**config.mk**
```make
export PLATFORM = sky130hd
export DESIGN_NAME = sys_arr_collector
export DESIGN_NICKNAME = d
export VERILOG_FILES = /design/src/rtl/sys_arr_pkg.sv /design/src/rtl/sys_arr_delay_line.sv /design/src/rtl/sys_arr_collector.sv
export SDC_FILE = /design/constraint.sdc
export NUM_CORES = 1
export LEC_CHECK = 0
export CAP_MARGIN = 20
export CORE_AREA = 2 2 171 173
export DETAILED_ROUTE_END_ITERATION = 12
export DIE_AREA = 0 0 173 175
export GPL_TIMING_DRIVEN = 0
export PLACE_DENSITY = 0.51
export SLEW_MARGIN = 10
export SYNTH_ARGS = -nofsm -noshare
export SYNTH_HDL_FRONTEND = slang
export SYNTH_SLANG_ARGS = --single-unit
```
**constraint.sdc**
```tcl
create_clock -name clk -period 5.8 [get_ports clk]
set_input_delay 1.74 -clock clk [delete_from_list [all_inputs] [get_ports clk]]
set_output_delay 1.74 -clock clk [all_outputs]
set_load 0.02 [all_outputs]
```
**src/rtl/sys_arr_pkg.sv**
```systemverilog
// Purpose: shared widths and FSM encodings for the systolic-array result collector.
// Latency: n/a (declarations only).
// Backpressure: n/a.
package sys_arr_pkg;

   localparam int DATA_W = 8;    // array operand width
   localparam int SUM_W  = 16;   // per-column accumulated sum width

   typedef enum logic [1:0] {
      ST_IDLE    = 2'd0,
      ST_COLLECT = 2'd1,
      ST_DRAIN   = 2'd2,
      ST_DONE    = 2'd3
   } state_e;

endpackage

```
**src/rtl/sys_arr_delay_line.sv**
```systemverilog
// Purpose: fixed-length register delay for one array column (data plus active bit).
// Latency: depth cycles; depth 0 is a plain wire.
// Backpressure: none, free-running shift register.
//
// Ports: clk, reset (sync, active-high), din -> dout delayed by depth cycles.
module sys_arr_delay_line #(
   parameter int depth = 0,
   parameter int width = 1
) (
   input  logic             clk,
   input  logic             reset,
   input  logic [width-1:0] din,
   output logic [width-1:0] dout
);

   if (depth == 0) begin : g_wire
      // Clock and reset have no load on the zero-depth column.
      logic unused_clk_rst;
      assign unused_clk_rst = clk ^ reset;
      assign dout = din;
   end else begin : g_regs
      logic [width-1:0] stage_q [depth];
      logic [width-1:0] stage_d [depth];

      always_comb begin
         stage_d[0] = din;
         for (int i = 1; i < depth; i++) begin
            stage_d[i] = stage_q[i-1];
         end
      end

      always_ff @(posedge clk) begin
         if (reset) begin
            for (int i = 0; i < depth; i++) begin
               stage_q[i] <= '0;
            end
         end else begin
            stage_q <= stage_d;
         end
      end

      assign dout = stage_q[depth-1];
   end

endmodule

```
**src/rtl/sys_arr_collector.sv**
```systemverilog
// Purpose: de-skews systolic-array bottom-row sums into whole rows and buffers them in a FIFO.
// Latency: row_valid earliest 2 cycles after the last column's active bit is sampled.
// Backpressure: row_valid/row_ready; rows arriving to a full FIFO are dropped and flagged.
//
// Ports: clk, reset (sync, active-high); start/num_rows launch a job; maccin/activein are the
// skewed array outputs; row_data/row_valid/row_ready is the row stream; busy, done (pulse),
// overflow (sticky drop) and misalign (sticky skew error) report status.
module sys_arr_collector
   import sys_arr_pkg::*;
#(
   parameter int width_height = 2,
   parameter int fifo_depth   = 4
) (
   input  logic                          clk,
   input  logic                          reset,
   input  logic                          start,
   input  logic [7:0]                    num_rows,
   input  logic [SUM_W*width_height-1:0] maccin,
   input  logic [width_height-1:0]       activein,
   output logic [SUM_W*width_height-1:0] row_data,
   output logic                          row_valid,
   input  logic                          row_ready,
   output logic                          busy,
   output logic                          done,
   output logic                          overflow,
   output logic                          misalign
);

   localparam int ROW_W = SUM_W * width_height;
   localparam int PTR_W = $clog2(fifo_depth);
   localparam int CNT_W = $clog2(fifo_depth + 1);
   localparam int QW    = $clog2(width_height + 1);

   // ---------------- per-column de-skew ----------------
   logic [ROW_W-1:0]        dly_sum;
   logic [width_height-1:0] dly_act;

   for (genvar c = 0; c < width_height; c++) begin : g_col
      logic [SUM_W:0] col_out;
      sys_arr_delay_line #(
         .depth (width_height - 1 - c),
         .width (SUM_W + 1)
      ) u_dly (
         .clk   (clk),
         .reset (reset),
         .din   ({activein[c], maccin[c*SUM_W +: SUM_W]}),
         .dout  (col_out)
      );
      assign dly_act[c]                 = col_out[SUM_W];
      assign dly_sum[c*SUM_W +: SUM_W]  = col_out[SUM_W-1:0];
   end

   // ---------------- state ----------------
   state_e                  state_q, state_d;
   logic [7:0]              num_rows_q, num_rows_d;
   logic [7:0]              rows_seen_q, rows_seen_d;
   logic [ROW_W-1:0]        aligned_sum_q, aligned_sum_d;
   logic [width_height-1:0] aligned_act_q, aligned_act_d;
   logic [ROW_W-1:0]        mem_q [fifo_depth];
   logic [ROW_W-1:0]        mem_d [fifo_depth];
   logic [PTR_W-1:0]        wr_ptr_q, wr_ptr_d;
   logic [PTR_W-1:0]        rd_ptr_q, rd_ptr_d;
   logic [CNT_W-1:0]        count_q, count_d;
   logic [QW-1:0]           quiet_q, quiet_d;
   logic                    overflow_q, overflow_d;
   logic                    misalign_q, misalign_d;
   logic                    busy_q, busy_d;
   logic                    done_q, done_d;
   logic                    row_valid_q, row_valid_d;

   logic row_formed, partial_row, full, pop, push, drop, start_acc, in_collect, pipe_empty;

   always_comb begin
      row_formed  = &aligned_act_q;
      partial_row = (|aligned_act_q) && !row_formed;
      full        = (count_q == CNT_W'(fifo_depth));
      pop         = (count_q != '0) && row_ready;
      in_collect  = (state_q == ST_COLLECT);
      start_acc   = (state_q == ST_IDLE) && start;
      // A full FIFO still accepts a push when the head leaves in the same cycle.
      push        = row_formed && in_collect && (!full || pop);
      drop        = row_formed && in_collect && full && !pop;
      // Activity takes up to width_height cycles to leave the delay lines and aligned register.
      pipe_empty  = (quiet_q == QW'(width_height));

      aligned_sum_d = dly_sum;
      aligned_act_d = dly_act;

      num_rows_d  = start_acc ? num_rows : num_rows_q;
      rows_seen_d = rows_seen_q;
      if (start_acc) begin
         rows_seen_d = '0;
      end else if (row_formed && in_collect) begin
         rows_seen_d = rows_seen_q + 8'd1;
      end

      overflow_d = overflow_q;
      misalign_d = misalign_q;
      if (start_acc) begin
         overflow_d = 1'b0;
         misalign_d = 1'b0;
      end else begin
         if (drop)        overflow_d = 1'b1;
         if (partial_row) misalign_d = 1'b1;
      end

      quiet_d = quiet_q;
      if (|activein) begin
         quiet_d = '0;
      end else if (!pipe_empty) begin
         quiet_d = quiet_q + QW'(1);
      end

      // FIFO
      mem_d    = mem_q;
      wr_ptr_d = wr_ptr_q;
      rd_ptr_d = rd_ptr_q;
      if (push) begin
         mem_d[wr_ptr_q] = aligned_sum_q;
         wr_ptr_d        = wr_ptr_q + PTR_W'(1);
      end
      if (pop) begin
         rd_ptr_d = rd_ptr_q + PTR_W'(1);
      end
      count_d = count_q;
      if (push && !pop) begin
         count_d = count_q + CNT_W'(1);
      end else if (pop && !push) begin
         count_d = count_q - CNT_W'(1);
      end

      // FSM
      state_d = state_q;
      unique case (state_q)
         ST_IDLE:    if (start) state_d = (num_rows == 8'd0) ? ST_DONE : ST_COLLECT;
         ST_COLLECT: if (rows_seen_d == num_rows_q) state_d = ST_DRAIN;
         ST_DRAIN:   if ((count_q == '0) && pipe_empty) state_d = ST_DONE;
         ST_DONE:    state_d = ST_IDLE;
         default:    state_d = ST_IDLE;
      endcase

      busy_d      = (state_d == ST_COLLECT) || (state_d == ST_DRAIN);
      done_d      = (state_d == ST_DONE);
      row_valid_d = (count_d != '0);
   end

   always_ff @(posedge clk) begin
      if (reset) begin
         state_q       <= ST_IDLE;
         num_rows_q    <= '0;
         rows_seen_q   <= '0;
         aligned_sum_q <= '0;
         aligned_act_q <= '0;
         for (int i = 0; i < fifo_depth; i++) begin
            mem_q[i] <= '0;
         end
         wr_ptr_q      <= '0;
         rd_ptr_q      <= '0;
         count_q       <= '0;
         quiet_q       <= QW'(width_height);
         overflow_q    <= 1'b0;
         misalign_q    <= 1'b0;
         busy_q        <= 1'b0;
         done_q        <= 1'b0;
         row_valid_q   <= 1'b0;
      end else begin
         state_q       <= state_d;
         num_rows_q    <= num_rows_d;
         rows_seen_q   <= rows_seen_d;
         aligned_sum_q <= aligned_sum_d;
         aligned_act_q <= aligned_act_d;
         mem_q         <= mem_d;
         wr_ptr_q      <= wr_ptr_d;
         rd_ptr_q      <= rd_ptr_d;
         count_q       <= count_d;
         quiet_q       <= quiet_d;
         overflow_q    <= overflow_d;
         misalign_q    <= misalign_d;
         busy_q        <= busy_d;
         done_q        <= done_d;
         row_valid_q   <= row_valid_d;
      end
   end

   // Head entry only changes on a pop, so row_data holds while stalled.
   assign row_data  = row_valid_q ? mem_q[rd_ptr_q] : '0;
   assign row_valid = row_valid_q;
   assign busy      = busy_q;
   assign done      = done_q;
   assign overflow  = overflow_q;
   assign misalign  = misalign_q;

endmodule

```
==> impl_metrics.ini <==
[power]
power.leakage_nw = 3.603
totalPowerFinal_mw = 3.562
vdd_drop_max_uv = 185.1
power_density_nw_per_um2 = 335.7

[synthesis]
yosysWarnings = 0
yosysTopAreaCellShare = 0.5001
syn_inst = 945
synthesis.area_um2 = 8447
ys_types = 53
synthMostInstantiatedCell = nand2_1
synth_top_area_cell = dfxtp_1
synth_edf_count = 0
synth_common_cells = nand2_1, dfxtp_1, a21oi_1
syn_nets = 1001
synthFlopType = dfxtp_1
async_reset_ff_frac = 0
synth-seq-cells = 211
synth_area_leaders = dfxtp_1, nand2_1, mux4_2
seq_area_frac_synth = 0.5001
avgSynthCellArea_um2 = 8.938

[placement]
io_buffers = 82
post_dp_cell_area_um2 = 9748
gp_congestion = 0.7757
placedCellCount = 1411
dp_slack_ns = 1.216
dp_hpwl_mm = 15.47

[run]
drv_cap = 0

[sta]
rsz0062_at_grt = false
hold_viol_final = 0
setup_slack_ns = 0.7663
slew_viol_final = 0
setup_viol = 0
slew-limit-headroom = 0.3366
max_freq_mhz = 198.7
min_period_over_period = 0.8679
finalCriticalPeriod_ns = 5.034
tns_ns = 0
max_slew.worst_pin.slew_ns = 0.9951
hold_ws_ns = 0.4320
finClkSkew_ns = 0.01620

[floorplan]
ios = 83
die_y_um = 175
start_util = 0.2975
core_area_um2 = 28390
num_rows = 62
die_area_um2 = 30280
fp.dieW_um = 173

[finish]
layout-drive-gt1-share = 0.08209
final_util = 0.3737
seq_area_um2 = 4224
synthToLayoutAreaGrowth_pct = 25.61
final_area_um2 = 10610
multiInputGateArea_um2 = 3926
antennaDiodeCount = 0
final_nets = 1110
fillerInstances = 2940
stdcell_count = 1456

[grt]
grt_usage = 0.1532
grt_max_degree = 13
antenna_found_initial = 0
grt_pass1_wl_mm = 36.76
grt_pass1_vias = 6694
gr-total-overflow = 0

[clock_network]
clk_path_buf_depth = 3
post-cts-setup-buffer-count = 0
cts_tree = done
post_cts_resize_count = 0
postCtsHoldBufs = 0
cts-root-buf = clkbuf_16
cts_inserted_buffers = 25
ctsHtreeMaxLevel = 1
clock_sinks = 211
clk_latency_ns = 0.52
clk_pin_slew_worst_paths_ns = 0.06

[drt]
via_count = 6724
firstDrtPassIters = 4
wl_per_cell_um = 15.93
drc_errors = 0
postRouteAntennaNets = 0
drt_iter0_markers = 435
avgViaCountPerCell = 4.618
finalWirelength_mm = 23.19

[status]
status = finished, final reports clean

[critical_path]
worst_path_max_delay_cell = buf_1
r2r-start = aligned_act_q[0]
crit_chain = clkbuf_1 > buf_1 > mux4_2 > and2_1 > clkdlybuf4s50_1
cpPeakStageDelay_ns = 0.79
cp.arrival_ns = 3.29
cp-end-kind = output pin
worstSetupPathType = reg -> out
critPathLaunchType = register
required_ns = 4.06
cp_max_fo = 10
cp-startpoint = rd_ptr_q[1]

[min_path]
hold_class = reg -> reg
hold_start = g_col[0].u_dly.dout[6]
==> metal layers <==
layer	vias up	wire [µm]	track usage	share of wire
li1	3373	-	-	-
met1	3139	10850	0.2097	0.47
met2	165	10560	0.2493	0.46
met3	47	1209	0.02372	0.052
met4	0	569	0.04732	0.025
met5	-	0	0	0
==> layout make-up <==
cell class,instances,area share
clock buffers,35,0.06910
well taps,384,0.04528
inverters,6,0.002123
repair buffers,82,0.07736
multi-input cells,660,0.3700
clock inverters,10,0.01215
flip-flops and latches,211,0.3981
plain buffers,68,0.02583
==> worst max-delay path: cells and delay by family (launching register included) <==
kind          cells  cell delay [ns]
mux               1             0.59
simple gates      1             0.18
buf+inv           3             1.69
flops             1             0.30
==> power by group <==
part / internal, mW / switching [mW] / leakage (nW)
logic: 0.162 / 0.245 / 1.46
registers: 1.49 / 0.0398 / 1.71
clock network: 1.01 / 0.612 / 0.432
total: 2.67 / 0.896 / 3.60
==> cells by family after synthesis <==
| kind of cell | share of synthesized area |
|---|---|
| DFF | 0.5001 |
| buffers and inverters | 0.03510 |
| AOI/OAI and AO/OA | 0.1098 |
| adders and majority gates | 0.01481 |
| muxes | 0.08769 |
| xor gates and xnor gates | 0.01348 |
| and+or+nand+nor | 0.2391 |
==> cell usage in the layout (no fill, tap or decap), types with 3 or more instances in the layout <==
cell type,n
a31oi_1,3
clkbuf_16,25
nor2b_1,55
nor3_1,3
clkbuf_1,65
buf_2,3
and3b_1,3
and2_1,34
nand2_1,285
nand4_1,3
nand2b_1,4
inv_1,6
clkbuf_8,7
xor2_1,4
dfxtp_1,211
and3_1,5
xnor2_1,9
clkdlybuf4s50_1,82
nand3_1,7
mux4_2,32
ha_1,10
nor2_1,22
a21oi_1,140
bufinv_16,3
clkinv_2,6
==> worst paths after layout <==
kind / to / slack, ns / cells past startpoint
setup reg to reg: busy / 2.88 / 10
setup / recovery: row_data[26] / 0.77 / 5
hold / removal: aligned_sum_q[6] / 0.43 / 1
hold reg to reg: aligned_sum_q[6] / 0.43 / 1
==> state kept, by name (all words and copies together), names as in the netlist, 2 cells and up <==
name,flops
rows_seen_q,8
aligned_act_q,2
wr_ptr_q,2
g_col.u_dly.dout,17
aligned_sum_q,32
count_q,3
num_rows_q,8
state_q,2
rd_ptr_q,2
mem_q,128
quiet_q,2
Note: power is estimated with default switching activity, not from simulation.
